--- config.mk ---
export PLATFORM = sky130hd
export DESIGN_NAME = store_unit
export DESIGN_NICKNAME = d
export VERILOG_FILES = /design/src/rtl/store_unit_pkg.sv /design/src/rtl/store_merge.sv /design/src/rtl/store_unit.sv
export SDC_FILE = /design/constraint.sdc
export NUM_CORES = 1
export LEC_CHECK = 0
export CAP_MARGIN = 20
export CORE_ASPECT_RATIO = 1.2
export CORE_UTILIZATION = 50
export CTS_CLUSTER_DIAMETER = 30
export CTS_CLUSTER_SIZE = 20
export DETAILED_ROUTE_END_ITERATION = 6
export GPL_TIMING_DRIVEN = 0
export PLACE_DENSITY = 0.87
export SYNTH_ARGS = -nofsm -noshare
export SYNTH_HDL_FRONTEND = slang
export SYNTH_SLANG_ARGS = --single-unit
--- constraint.sdc ---
create_clock -name clk_i -period 3.04 [get_ports clk_i]
set_input_delay 0.456 -clock clk_i [delete_from_list [all_inputs] [get_ports clk_i]]
set_output_delay 0.456 -clock clk_i [all_outputs]
set_load 0.01 [all_outputs]
--- src/rtl/store_unit_pkg.sv ---
// Shared types and constants for the store unit: size codes, FSM states, byte-lane selects.
package store_unit_pkg;

  typedef enum logic [1:0] {
    SizeSw  = 2'b00,
    SizeSh  = 2'b01,
    SizeSb  = 2'b10,
    SizeBad = 2'b11
  } store_size_e;

  typedef enum logic [2:0] {
    StIdle,
    StRd,
    StMerge,
    StWrite,
    StErr
  } state_e;

  // Little-endian byte lanes within a 32-bit word.
  localparam logic [1:0] Lane0 = 2'd0;
  localparam logic [1:0] Lane1 = 2'd1;
  localparam logic [1:0] Lane2 = 2'd2;
  localparam logic [1:0] Lane3 = 2'd3;

  // True when the request cannot be performed: illegal size or misaligned address.
  function automatic logic req_bad(store_size_e size, logic [1:0] lo);
    logic bad;
    case (size)
      SizeSw:  bad = (lo != 2'b00);
      SizeSh:  bad = lo[0];
      SizeSb:  bad = 1'b0;
      default: bad = 1'b1;
    endcase
    return bad;
  endfunction

endpackage

--- src/rtl/store_merge.sv ---
// Combinational lane merge: replaces the addressed byte/halfword of a held word with store data.
module store_merge
  import store_unit_pkg::*;
(
  input  logic [31:0] held_i,
  input  logic [31:0] data_i,
  input  store_size_e size_i,
  input  logic [1:0]  lane_i,
  output logic [31:0] merged_o
);

  always_comb begin
    merged_o = held_i;
    case (size_i)
      SizeSw: merged_o = data_i;
      SizeSh: begin
        if (lane_i[1]) merged_o[31:16] = data_i[15:0];
        else           merged_o[15:0]  = data_i[15:0];
      end
      SizeSb: begin
        unique case (lane_i)
          Lane0: merged_o[7:0]   = data_i[7:0];
          Lane1: merged_o[15:8]  = data_i[7:0];
          Lane2: merged_o[23:16] = data_i[7:0];
          Lane3: merged_o[31:24] = data_i[7:0];
        endcase
      end
      default: merged_o = held_i;
    endcase
  end

endmodule

--- src/rtl/store_unit.sv ---
// Store unit: SW writes directly, SH/SB read-modify-write the addressed word.
module store_unit
  import store_unit_pkg::*;
#(
  parameter int unsigned MemLat = 1
) (
  input  logic        clk_i,
  input  logic        rst_ni,
  input  logic        start_i,
  input  logic [1:0]  store_size_i,
  input  logic [31:0] addr_i,
  input  logic [31:0] read_data2_i,
  input  logic [31:0] mem_rdata_i,
  output logic [31:0] mem_addr_o,
  output logic [31:0] mem_wdata_o,
  output logic        mem_wr_o,
  output logic        busy_o,
  output logic        done_o,
  output logic        error_o
);

  localparam logic [2:0] LastCnt = 3'(MemLat - 1);

  state_e      state_q, state_d;
  logic [2:0]  cnt_q, cnt_d;
  store_size_e size_q;
  logic [31:0] addr_q;
  logic [1:0]  lane_q;
  logic [31:0] data_q;
  logic [31:0] hold_q;
  logic        accept;
  logic        rd_last;

  assign accept  = (state_q == StIdle) && start_i;
  assign rd_last = (state_q == StRd) && (cnt_q == LastCnt);

  always_ff @(posedge clk_i or negedge rst_ni) begin
    if (!rst_ni) begin
      state_q <= StIdle;
      cnt_q   <= '0;
      size_q  <= SizeSw;
      addr_q  <= '0;
      lane_q  <= '0;
      data_q  <= '0;
      hold_q  <= '0;
    end else begin
      state_q <= state_d;
      cnt_q   <= cnt_d;
      if (accept) begin
        size_q <= store_size_e'(store_size_i);
        addr_q <= {addr_i[31:2], 2'b00};
        lane_q <= addr_i[1:0];
        data_q <= read_data2_i;
      end
      if (rd_last) hold_q <= mem_rdata_i;
    end
  end

  always_comb begin
    state_d = state_q;
    cnt_d   = cnt_q;
    unique case (state_q)
      StIdle: begin
        cnt_d = '0;
        if (start_i) begin
          if (req_bad(store_size_e'(store_size_i), addr_i[1:0])) state_d = StErr;
          else if (store_size_e'(store_size_i) == SizeSw)        state_d = StWrite;
          else                                                   state_d = StRd;
        end
      end
      StRd: begin
        if (rd_last) state_d = StMerge;
        else         cnt_d   = cnt_q + 3'd1;
      end
      StMerge: state_d = StWrite;
      StWrite: state_d = StIdle;
      StErr:   state_d = StIdle;
      default: state_d = StIdle;
    endcase
  end

  store_merge u_merge (
    .held_i   (hold_q),
    .data_i   (data_q),
    .size_i   (size_q),
    .lane_i   (lane_q),
    .merged_o (mem_wdata_o)
  );

  assign mem_addr_o = addr_q;
  assign mem_wr_o   = (state_q == StWrite);
  assign busy_o     = (state_q != StIdle);
  assign done_o     = (state_q == StWrite) || (state_q == StErr);
  assign error_o    = (state_q == StErr);

endmodule
==> impl_metrics.py <==
metrics = {
    "run_status": {
        "status": "completed",
    },
    "final_layout": {
        "drive_above_1_share": 0.288,
        "mostFrequentLayoutCells": "165 x clkdlybuf4s50_1, 104 x dfrtp_1, 89 x mux2_2, 20 x mux2_4, 19 x o21ai_0",
        "nNetsFinal": 663,
        "diodes": 0,
        "final_common_cell": "clkdlybuf4s50_1",
        "syn2layout_area_growth_pct": 43.6,
        "utilization": 0.748,
    },
    "worst_setup_path": {
        "max_stage_delay_ns": 0.59,
        "rr_startpoint": "cnt_q[0]",
        "reg2reg_depth": 7,
        "crit_cells": 6,
        "slowest_stage": "clkdlybuf4s50_1",
        "worstPathArrival_ns": 2.52,
        "r2r_slack_ns": 1.02,
        "crit_family": "buffers and inverters",
        "cp_num_buf_inv": 3,
        "cp-end-kind": "output port",
        "r2r_end": "hold_q[14]",
        "crit_fanout": 10,
        "crit_type": "reg -> out",
        "critPathLaunchType": "flip-flop",
        "path_cells": "buf_2, buf_2, nor2b_2, o21ai_0, o21ai_0, clkdlybuf4s50_1",
        "worstPathRequired_ns": 2.58,
    },
    "power_and_ir_drop": {
        "power_frac_clock": 0.142,
        "fin_total_pwr_mw": 8.20,
        "netSwitchingFraction": 0.342,
        "intPower_mw": 5.39,
        "seqPwrFrac": 0.316,
        "power_density_nw_per_um2": 1140,
        "power.switching_mw": 2.80,
        "vdd_drop_max_mv": 0.821,
        "power_frac_comb": 0.542,
        "p_leak_nw": 3.03,
    },
    "place": {
        "portBuffers": 166,
        "hpwl_um": 9250,
        "gp_congestion": 0.853,
        "dp_slack_ns": 0.245,
    },
    "detailed_routing": {
        "viasPerCell": 5.49,
        "wl_um": 12600,
        "num_vias": 3775,
        "ant_nets": 0,
        "dr.pass1.iters": 5,
        "wl_per_cell_um": 18.2,
        "drt_iter0_markers": 173,
        "drcViolationCount": 0,
    },
    "timing": {
        "hold_viol_final": 0,
        "slew_headroom": 0.664,
        "fin_crit_sh": 0.978,
        "setup_viol": 0,
        "worst_slack_ns": 0.0678,
        "period_minus_slack_ns": 2.97,
        "maxSlewViolCount": 0,
        "worst_pin_slew_ns": 0.503,
        "skew_ns": 0.00826,
        "fmax_mhz": 336,
    },
    "synth": {
        "yosysUniqueCellTypes": 42,
        "ys_seq_elements": 104,
        "netlist_area_um2": 5010,
        "yosys_warnings": 0,
        "synth-seq-area-share": 0.520,
        "syn_avg_cell_area_um2": 13.2,
        "synth_cells": 379,
    },
    "clock_network": {
        "cts_tree": "yes",
        "clk_pin_slew_ns": 0.07,
        "postCtsHoldBufs": 0,
        "clock_latency_ns": 0.34,
        "cts_buffers": 9,
        "htree_levels": 3,
        "cts_root_buffer": "clkbuf_16",
        "ctsLongestPathBuffers": 2,
        "cts_num_sinks": 104,
    },
    "global_routing": {
        "grt_max_degree": 71,
        "grt_overflow": 0,
        "grt_util_all_layers": 0.253,
        "antenna_found_initial": 0,
        "grt_pass1_wl_um": 20200,
        "first_global_vias": 4125,
    },
    "floorplanning": {
        "start_util": 0.521,
        "coreArea_um2": 9610,
        "dieArea_um2": 10400,
        "die_x_um": 93.3,
        "num_rows": 39,
        "die_h_um": 112,
        "io_pins": 169,
    },
    "flow_run": {
        "cap_violations": 0,
    },
    "min_path": {
        "worst_hold_path_type": "in -> async",
    },
}
## power groups by stage
stage	clock network (mW)	registers, mW	logic [mW]
final	1.16	2.59	4.45
after global routing	1.23	2.68	4.75
after floorplan	0	2.52	2.40
after detailed placement	0	2.60	4.36
after global placement	0	2.54	4.27
after CTS	1.18	2.58	4.42
## registers in the layout, indices dropped and copies added, names as in the netlist
name and count:
size_q 2, cnt_q 3, mem_addr_o 30, lane_q 2, state_q 3, hold_q 32
data_q 32
## per-layer routing
| metal | global-route usage | routed length, µm | up-vias |
|---|---|---|---|
| met1 | 0.287 | 4940 | 1882 |
| met3 | 0.0478 | 685 | 35 |
| li1 | - | - | 1708 |
| met4 | 0.129 | 459 | 0 |
| met2 | 0.448 | 6470 | 150 |
| met5 | 0 | 0 | - |
## final cells by class
cell class	count	area (µm²)
flip-flops and latches	104	2600
fillers	616	2430
plain buffers	22	170
inverters	16	60.1
clock inverters	6	67.6
well taps	123	154
repair buffers	169	1710
multi-input cells	238	2190
clock buffers	10	229
## cells by family (layout without fill, tap and decap cells)
group,count (synthesis),count (layout),share of synthesized area
simple gates,55,55,0.0652
compound gates,55,55,0.0707
flops,104,104,0.520
other cells,1,2,0.000749
buf+inv,38,223,0.0457
mux,124,124,0.293
fa+ha+maj,2,2,0.00500
## Yosys cell counts
cell      number  area [µm²]
dfrtp_1      104        2600
mux2_2        89        1000
mux2_4        20         300
o21ai_0       19        95.1
inv_1         16        60.1
nand2_1       14        52.6
a22oi_1       12        90.1
mux2_1        10         113
nor2_1         9        33.8
a21oi_1        8        40.0
buf_2          7        35.0
or2_2          7        43.8
buf_4          6        45.0
nor2b_1        6        37.5
mux2i_1        5        50.1
nand2b_1       4        25.0
o211ai_1       4        30.0
a32oi_1        3        26.3
clkbuf_1       3        11.3
a31oi_1        2        12.5
and2_1         2        12.5
and4b_1        2        20.0
buf_1          2        7.51
buf_12         2        40.0
buf_8          2        30.0
ha_1           2        25.0
nor2_2         2        12.5
nor4bb_1       2        20.0
o32ai_1        2        17.5
a21o_1         1        7.51
a21oi_2        1        8.76
conb_1         1        3.75
nand3_1        1        5.00
nor2_8         1        20.0
nor3_1         1        5.00
nor3b_1        1        7.51
nor3b_2        1        12.5
o21a_1         1        7.51
o21ai_2        1        8.76
o21ba_2        1        10.0
or3_4          1        11.3
or4_1          1        7.51
## per-stage QoR
stage / std cells / TNS [ns] / instance area [µm²] / hold WS, ns
6_report: 688 / 0 / 7190 / 0.0663
5_1_grt: 688 / -0.00700 / 7190 / 0.105
4_1_cts: 686 / 0 / 7150 / 0.0824
3_5_place_dp: 670 / 0 / 6850 / 0.439
3_3_place_gp: 669 / -237.32 / 6830 / 0.466
2_1_floorplan: 380 / 0 / 5010 / 0.160
## worst max-delay path by stage
stage | to | start | slack, ns
final | mem_wdata_o[25] | size_q[1] | 0.07
after global routing | mem_wdata_o[25] | size_q[1] | -0.007
after CTS | mem_wdata_o[13] | size_q[1] | 0.06
after detailed placement | mem_wdata_o[13] | size_q[1] | 0.24
after global placement | mem_addr_o[25] | rst_ni | -2.29
after floorplan | mem_wdata_o[13] | size_q[1] | 1.08
## timing repair
item | CTS | global route
pin swaps | 0 | 1
setup buffers | 0 | 2
setup endpoints to repair | 6 | 21
resized for setup | 2 | 3
(Power assumes the default switching activity.)
